File: src/rtl/bist_pkg.sv
// -----------------------------------------------------------------------------
// bist_pkg
// Shared definitions for the BIST run controller slice:
//   - bist_state_e : sequencer states (IDLE, ARM, RUN, DONE)
//   - ROM_DEPTH    : depth of the BIST core pattern ROM
//   - OP_W         : ALU opcode width
//   - ADDR_W       : pattern (ROM address) index width
// -----------------------------------------------------------------------------
package bist_pkg;

    localparam int unsigned ROM_DEPTH = 256;
    localparam int unsigned OP_W      = 4;
    localparam int unsigned ADDR_W    = 8;

    typedef enum logic [1:0] {
        IDLE = 2'd0,
        ARM  = 2'd1,
        RUN  = 2'd2,
        DONE = 2'd3
    } bist_state_e;

endpackage : bist_pkg

File: src/rtl/bist_err_counter.sv
// -----------------------------------------------------------------------------
// bist_err_counter
// Saturating mismatch counter. Clear has priority over increment; once the
// count reaches all-ones it holds there until cleared.
// Ports:
//   clk_i    : clock, rising edge
//   rst_n_i  : asynchronous active-low reset
//   clr_i    : synchronous clear to zero
//   inc_i    : increment request (ignored at saturation)
//   count_o  : current count
// -----------------------------------------------------------------------------
module bist_err_counter #(
    parameter int ERR_W = 16
) (
    input  logic             clk_i,
    input  logic             rst_n_i,
    input  logic             clr_i,
    input  logic             inc_i,
    output logic [ERR_W-1:0] count_o
);

    localparam logic [ERR_W-1:0] CNT_ZERO = {ERR_W{1'b0}};
    localparam logic [ERR_W-1:0] CNT_MAX  = {ERR_W{1'b1}};
    localparam logic [ERR_W-1:0] CNT_ONE  = {{(ERR_W-1){1'b0}}, 1'b1};

    logic [ERR_W-1:0] count_q;

    // Count register: clear, saturating increment, or hold.
    always_ff @(posedge clk_i or negedge rst_n_i) begin
        if (!rst_n_i) begin
            count_q <= CNT_ZERO;
        end else if (clr_i) begin
            count_q <= CNT_ZERO;
        end else if (inc_i && (count_q != CNT_MAX)) begin
            count_q <= count_q + CNT_ONE;
        end else begin
            count_q <= count_q;
        end
    end

    assign count_o = count_q;

endmodule : bist_err_counter

File: src/rtl/bist_run_controller.sv
// -----------------------------------------------------------------------------
// bist_run_controller
// Sequencer and response analyser for the LFSR/ALU/ROM BIST core. Sweeps the
// core through all opcodes (or one selected opcode), one full ROM pass each,
// counts mismatches and reports pass/fail via start/busy/done.
//
// Optional feature macro: BIST_FAIL_LOG_EN
//   defined   : first_fail_op/first_fail_addr capture {op, pattern} of the
//               first mismatch of a run and hold it until the next start.
//   undefined : both ports are tied to zero, no capture registers exist.
//
// Ports:
//   clk             : system clock, rising edge
//   reset_n         : asynchronous active-low reset
//   start           : run request, accepted in IDLE or DONE only
//   single_op       : 1 = test only start_op, 0 = sweep all opcodes
//   start_op        : opcode for single-op mode
//   match           : core compare result for the current pattern
//   core_reset      : active-high reset to the BIST core (low only in RUN)
//   alu_sel         : opcode driven to the core
//   busy            : high in ARM and RUN
//   done            : high in DONE
//   pass            : valid with done; 1 iff err_count == 0
//   err_count       : saturating mismatch count for the run
//   first_fail_op   : opcode of the first mismatch (feature-dependent)
//   first_fail_addr : pattern index of the first mismatch (feature-dependent)
// -----------------------------------------------------------------------------
module bist_run_controller
    import bist_pkg::*;
#(
    parameter int PATTERNS = ROM_DEPTH,
    parameter int NUM_OPS  = 16,
    parameter int ERR_W    = 16
) (
    input  logic                clk,
    input  logic                reset_n,
    input  logic                start,
    input  logic                single_op,
    input  logic [OP_W-1:0]     start_op,
    input  logic                match,
    output logic                core_reset,
    output logic [OP_W-1:0]     alu_sel,
    output logic                busy,
    output logic                done,
    output logic                pass,
    output logic [ERR_W-1:0]    err_count,
    output logic [OP_W-1:0]     first_fail_op,
    output logic [ADDR_W-1:0]   first_fail_addr
);

    localparam logic [ADDR_W-1:0] LAST_PAT = ADDR_W'(PATTERNS - 1);
    localparam logic [OP_W-1:0]   LAST_OP  = OP_W'(NUM_OPS - 1);
    localparam logic [ADDR_W-1:0] PAT_ZERO = {ADDR_W{1'b0}};
    localparam logic [ADDR_W-1:0] PAT_ONE  = {{(ADDR_W-1){1'b0}}, 1'b1};
    localparam logic [OP_W-1:0]   OP_ZERO  = {OP_W{1'b0}};
    localparam logic [OP_W-1:0]   OP_ONE   = {{(OP_W-1){1'b0}}, 1'b1};
    localparam logic [ERR_W-1:0]  ERR_ZERO = {ERR_W{1'b0}};

    bist_state_e        state_q,  state_d;
    logic [OP_W-1:0]    op_q,     op_d;
    logic [ADDR_W-1:0]  pat_q,    pat_d;
    logic               single_q, single_d;
    logic               clr_s;
    logic               inc_s;
    logic [ERR_W-1:0]   err_cnt_s;

    // State and datapath registers.
    always_ff @(posedge clk or negedge reset_n) begin
        if (!reset_n) begin
            state_q  <= IDLE;
            op_q     <= OP_ZERO;
            pat_q    <= PAT_ZERO;
            single_q <= 1'b0;
        end else begin
            state_q  <= state_d;
            op_q     <= op_d;
            pat_q    <= pat_d;
            single_q <= single_d;
        end
    end

    // Next-state logic: start acceptance, opcode stepping, pattern counting.
    always_comb begin
        state_d  = state_q;
        op_d     = op_q;
        pat_d    = pat_q;
        single_d = single_q;
        clr_s    = 1'b0;
        inc_s    = 1'b0;

        case (state_q)
            IDLE, DONE: begin
                if (start) begin
                    state_d  = ARM;
                    single_d = single_op;
                    op_d     = single_op ? start_op : OP_ZERO;
                    clr_s    = 1'b1;
                end else begin
                    state_d  = state_q;
                end
            end

            ARM: begin
                // Core is held in reset here, so its ROM address is 0 on the
                // first RUN cycle; pat_q mirrors that.
                state_d = RUN;
                pat_d   = PAT_ZERO;
            end

            RUN: begin
                inc_s = ~match;
                if (pat_q == LAST_PAT) begin
                    pat_d = PAT_ZERO;
                    if (single_q || (op_q == LAST_OP)) begin
                        state_d = DONE;
                    end else begin
                        op_d    = op_q + OP_ONE;
                        state_d = ARM;
                    end
                end else begin
                    pat_d = pat_q + PAT_ONE;
                end
            end

            default: begin
                state_d = IDLE;
            end
        endcase
    end

    bist_err_counter #(
        .ERR_W (ERR_W)
    ) u_err_counter (
        .clk_i   (clk),
        .rst_n_i (reset_n),
        .clr_i   (clr_s),
        .inc_i   (inc_s),
        .count_o (err_cnt_s)
    );

`ifdef BIST_FAIL_LOG_EN
    logic               fail_seen_q;
    logic [OP_W-1:0]    ff_op_q;
    logic [ADDR_W-1:0]  ff_addr_q;

    // First-failure capture: cleared on accepted start, loaded once per run.
    always_ff @(posedge clk or negedge reset_n) begin
        if (!reset_n) begin
            fail_seen_q <= 1'b0;
            ff_op_q     <= OP_ZERO;
            ff_addr_q   <= PAT_ZERO;
        end else if (clr_s) begin
            fail_seen_q <= 1'b0;
            ff_op_q     <= OP_ZERO;
            ff_addr_q   <= PAT_ZERO;
        end else if ((state_q == RUN) && !match && !fail_seen_q) begin
            fail_seen_q <= 1'b1;
            ff_op_q     <= op_q;
            ff_addr_q   <= pat_q;
        end else begin
            fail_seen_q <= fail_seen_q;
            ff_op_q     <= ff_op_q;
            ff_addr_q   <= ff_addr_q;
        end
    end

    assign first_fail_op   = ff_op_q;
    assign first_fail_addr = ff_addr_q;
`else
    assign first_fail_op   = OP_ZERO;
    assign first_fail_addr = PAT_ZERO;
`endif

    // Outputs are decoded from registered state only, never from inputs.
    assign core_reset = (state_q != RUN);
    assign busy       = (state_q == ARM) || (state_q == RUN);
    assign done       = (state_q == DONE);
    assign pass       = (state_q == DONE) && (err_cnt_s == ERR_ZERO);
    assign alu_sel    = op_q;
    assign err_count  = err_cnt_s;

endmodule : bist_run_controller
File: config.mk
export PLATFORM = sky130hd
export DESIGN_NAME = bist_run_controller
export DESIGN_NICKNAME = d
export VERILOG_FILES = /design/src/rtl/bist_pkg.sv /design/src/rtl/bist_err_counter.sv /design/src/rtl/bist_run_controller.sv
export SDC_FILE = /design/constraint.sdc
export NUM_CORES = 1
export LEC_CHECK = 0
export CAP_MARGIN = 20
export CORE_AREA = 2 2 73 75
export DETAILED_ROUTE_END_ITERATION = 10
export DIE_AREA = 0 0 75 77
export GPL_TIMING_DRIVEN = 0
export RECOVER_POWER = 100
export SLEW_MARGIN = 20
export SYNTH_ARGS = -nofsm -noshare
export SYNTH_HDL_FRONTEND = slang
export SYNTH_SLANG_ARGS = --single-unit
File: constraint.sdc
create_clock -name clk -period 4.3 [get_ports clk]
set_input_delay 0.645 -clock clk [delete_from_list [all_inputs] [get_ports clk]]
set_output_delay 0.645 -clock clk [all_outputs]
set_load 0.005 [all_outputs]
==> impl_metrics.env <==
export IMPL_yosysWarnings=0
export IMPL_antenna_found_initial=0
export IMPL_grt_pass1_wl_um=7403
export IMPL_required_ns=3.65
export IMPL_status="complete, no violations"
export IMPL_wl_per_cell_um=12.63
export IMPL_routabilityCongestion=0.8207
export IMPL_clk_pin_slew_ns=0.07
export IMPL_dpl_cell_area_sq_mm=0.002395
export IMPL_r2r_worst_path_cells=7
export IMPL_layout_setup_ws_ns=1.649
export IMPL_fmax_mhz=377.1
export IMPL_drv_slew=0
export IMPL_htreeDepth=2
export IMPL_critPathCaptureType="output port"
export IMPL_p_per_area_mw_per_mm2=333.7
export IMPL_rsz0062_at_grt="false"
export IMPL_hp_class="in2async"
export IMPL_grt_start_max_net_pins=23
export IMPL_cpLargestDelayFamily="buffers and inverters"
export IMPL_start_util_pct=38.64
export IMPL_drt_total_wl_um=4345
export IMPL_area_growth_pct=29.15
export IMPL_post_place_ws_ns=1.777
export IMPL_startpoint_type="register"
export IMPL_syn_inst=222
export IMPL_drtPass1Iterations=4
export IMPL_cts_sinks=31
export IMPL_tightest_slew_ns=1.246
export IMPL_ys_seq_elements=31
export IMPL_path_cells="inv_1, ha_1, clkbuf_1, inv_1, dlygate4sd3_1"
export IMPL_numCtsBuffers=5
export IMPL_slew_headroom_pct=16.91
export IMPL_diodes=0
export IMPL_synthesis_area_sq_mm=0.001923
export IMPL_drtAntennaViolNets=0
export IMPL_design_core_area_sq_mm=0.004977
export IMPL_tns_ns=0
export IMPL_rows=26
export IMPL_drt_iter0_markers=69
export IMPL_cts_root_buf="clkbuf_8"
export IMPL_viasPerCell=5.064
export IMPL_fin_area_sq_mm=0.002484
export IMPL_die_w_um=75
export IMPL_leakage_nw=1.127
export IMPL_io_pins=45
export IMPL_post_synth_cell_area_avg_sq_um=8.663
export IMPL_dp_hpwl_um=3248
export IMPL_ctsHoldBuffers=0
export IMPL_crit_start="state_q[0]$_DFFE_PN0P_"
export IMPL_overflow=0
export IMPL_yosys_top_cells_area="dfrtp_1, buf_4, ha_1, nand2_1, nor2_1"
export IMPL_grt_pass1_vias=1597
export IMPL_drive_above_1_share_pct=9.854
export IMPL_rrSetupSlack_ns=2.08
export IMPL_fin_crit_sh_pct=61.66
export IMPL_min_period_ns=2.651
export IMPL_arrival_ns=2.01
export IMPL_yosysSeqAreaShare_pct=40.34
export IMPL_ys_flop_type="dfrtp_1"
export IMPL_slowest_stage="dlygate4sd3_1"
export IMPL_nets=289
export IMPL_cp_endpoint="busy"
export IMPL_async_reset_ff_share_pct=100.0
export IMPL_peakVddDrop_uv=110.3
export IMPL_setup_violations=0
export IMPL_path_buf_inv=4
export IMPL_drc_errors=0
export IMPL_grtUsageTotal_pct=16.19
export IMPL_die_area_sq_mm=0.005775
export IMPL_cts_max_path_buffers=2
export IMPL_synth_edf_count=0
export IMPL_cts_setup_buffers=0
export IMPL_fin_skew_ns=0.004431
export IMPL_worstReg2RegStart="state_q[0]$_DFFE_PN0P_"
export IMPL_rr_endpoint="u_err_counter.count_o[8]$_DFFE_PN0P_"
export IMPL_insertion_delay_ns=0.28
export IMPL_tritoncts="built"
export IMPL_fill_cells=512
export IMPL_cp_max_fo=8
export IMPL_ctsResizeCount=0
export IMPL_port_buffers=32
export IMPL_synth_top_cell_area_share_pct=40.34
export IMPL_critical_path_class="reg2out"
export IMPL_hold_violations=0
export IMPL_num_vias=1742
export IMPL_synth_largest_area_cell="dfrtp_1"
export IMPL_whs_ns=0.2995
export IMPL_worst_path_stages=5
export IMPL_critPathMaxStageDelay_ns=0.60
export IMPL_path_common_cell="inv_1"
export IMPL_max_cap_viol_count=0
export IMPL_dieHeight_um=77
export IMPL_yosysUniqueCellTypes=44
layer usage:
metal	part of all wire, %	wire (um)	vias up	global-route usage, %
met2	47	2028	51	26.23
li1	-	-	870	-
met3	4.1	176	10	2.760
met1	48	2067	811	21.35
met4	1.7	73	0	5.714
met5	0	0	-	0
through the flow:
stage | instances | power, W | utilization [%]
finish | 344 | 0.0008289 | 49.90
global route | 344 | 0.0008793 | 49.90
CTS | 344 | 0.0008536 | 50.48
detailed placement | 336 | 0.0005481 | 48.11
global placement | 335 | 0.0005447 | 47.66
floorplan | 233 | 0.0004531 | -
synth_stat cells (2+ instances only):
library cell and count:
nor4b_1 2, clkbuf_1 5, a21o_1 4, inv_1 7, a211oi_1 4, o21ai_0 14, nor2_1 23, mux2i_1 2
buf_4 12, a31o_2 2, nand3_1 12, nand2_1 23, or3_1 4, xor2_1 7, ha_1 7, a21oi_1 15
and4_1 4, nor3_1 5, nand4_1 6, and3_1 4, and2_1 2, xnor2_1 4, nor4_1 3, dfrtp_1 31
sequential cells by signal, summed over array words and instances, names as in the netlist:
name	count
state_q	2
u_err_counter.count_o	16
pat_q	8
alu_sel	4
single_q	1
worst reg2reg max path: cells and delay by family (launching register included):
kind / cells / cell delay, ns
and+or+nand+nor: 2 / 0.29
adders and majority gates: 1 / 0.26
buffers and inverters: 4 / 1.15
DFF: 1 / 0.40
area by class of cell:
| type | instances | area (sq um) | area share, % |
|---|---|---|---|
| Buffer | 18 | 113.9 | 4.584 |
| Clock buffer | 6 | 82.58 | 3.325 |
| Clock inverter | 2 | 35.03 | 1.411 |
| Inverter | 7 | 26.28 | 1.058 |
| Multi-Input combinational cell | 177 | 1045 | 42.07 |
| Sequential cell | 31 | 775.7 | 31.23 |
| Tap cell | 70 | 87.58 | 3.526 |
| Timing Repair Buffer | 33 | 317.8 | 12.80 |
cell families (layout without fill, tap and decap cells):
logic type	after synthesis	count (layout)	share of synthesized area, %
AND/OR/NAND/NOR	96	96	26.02
AO/OA/AOI/OAI	49	49	15.55
flip-flops	31	31	40.34
buffers and inverters	25	66	7.287
XOR/XNOR	11	11	5.010
adder cells (fa/ha/maj)	7	7	4.554
multiplexers	2	2	1.041
other	1	12	0.1950
cells in the final DEF (no fill, tap or decap), types with 2 or more instances in the layout:
cell and n:
clkbuf_8 6, clkbuf_1 7, and4_1 4, a211oi_1 4, nor4_1 3, a21o_1 4
dfrtp_1 31, mux2i_1 2, clkdlybuf4s50_1 6, buf_4 12, inv_1 7, and3_1 4
xnor2_1 4, nor4b_1 2, a21oi_1 15, a31o_2 2, nor2_1 23, xor2_1 7
conb_1 12, nand3_1 12, ha_1 7, nand4_1 6, nor3_1 5, and2_0 2
or3_1 4, dlygate4sd3_1 25, nand2_1 23, o21ai_0 15
power by group:
part	switching (W)	internal (W)
clock network	0.000117	0.000187
registers	0.0000403	0.000319
logic	0.0000727	0.0000927
worst min-delay path by stage:
| stage | slack (ns) | cells after the start | to | start |
|---|---|---|---|---|
| 6_report | 0.30 | 1 | u_err_counter.count_o[9]$_DFFE_PN0P_ | reset_n |
| 5_1_grt | 0.34 | 1 | u_err_counter.count_o[9]$_DFFE_PN0P_ | reset_n |
| 4_1_cts | 0.23 | 1 | u_err_counter.count_o[9]$_DFFE_PN0P_ | reset_n |
| 3_5_place_dp | 0.51 | 2 | pat_q[1]$_DFFE_PN0P_ | pat_q[1]$_DFFE_PN0P_ |
| 3_3_place_gp | 0.50 | 2 | pat_q[1]$_DFFE_PN0P_ | pat_q[1]$_DFFE_PN0P_ |
| 2_1_floorplan | 0.35 | 0 | alu_sel[0]$_DFFE_PN0P_ | reset_n |
Note: power is estimated with default switching activity, not from simulation.
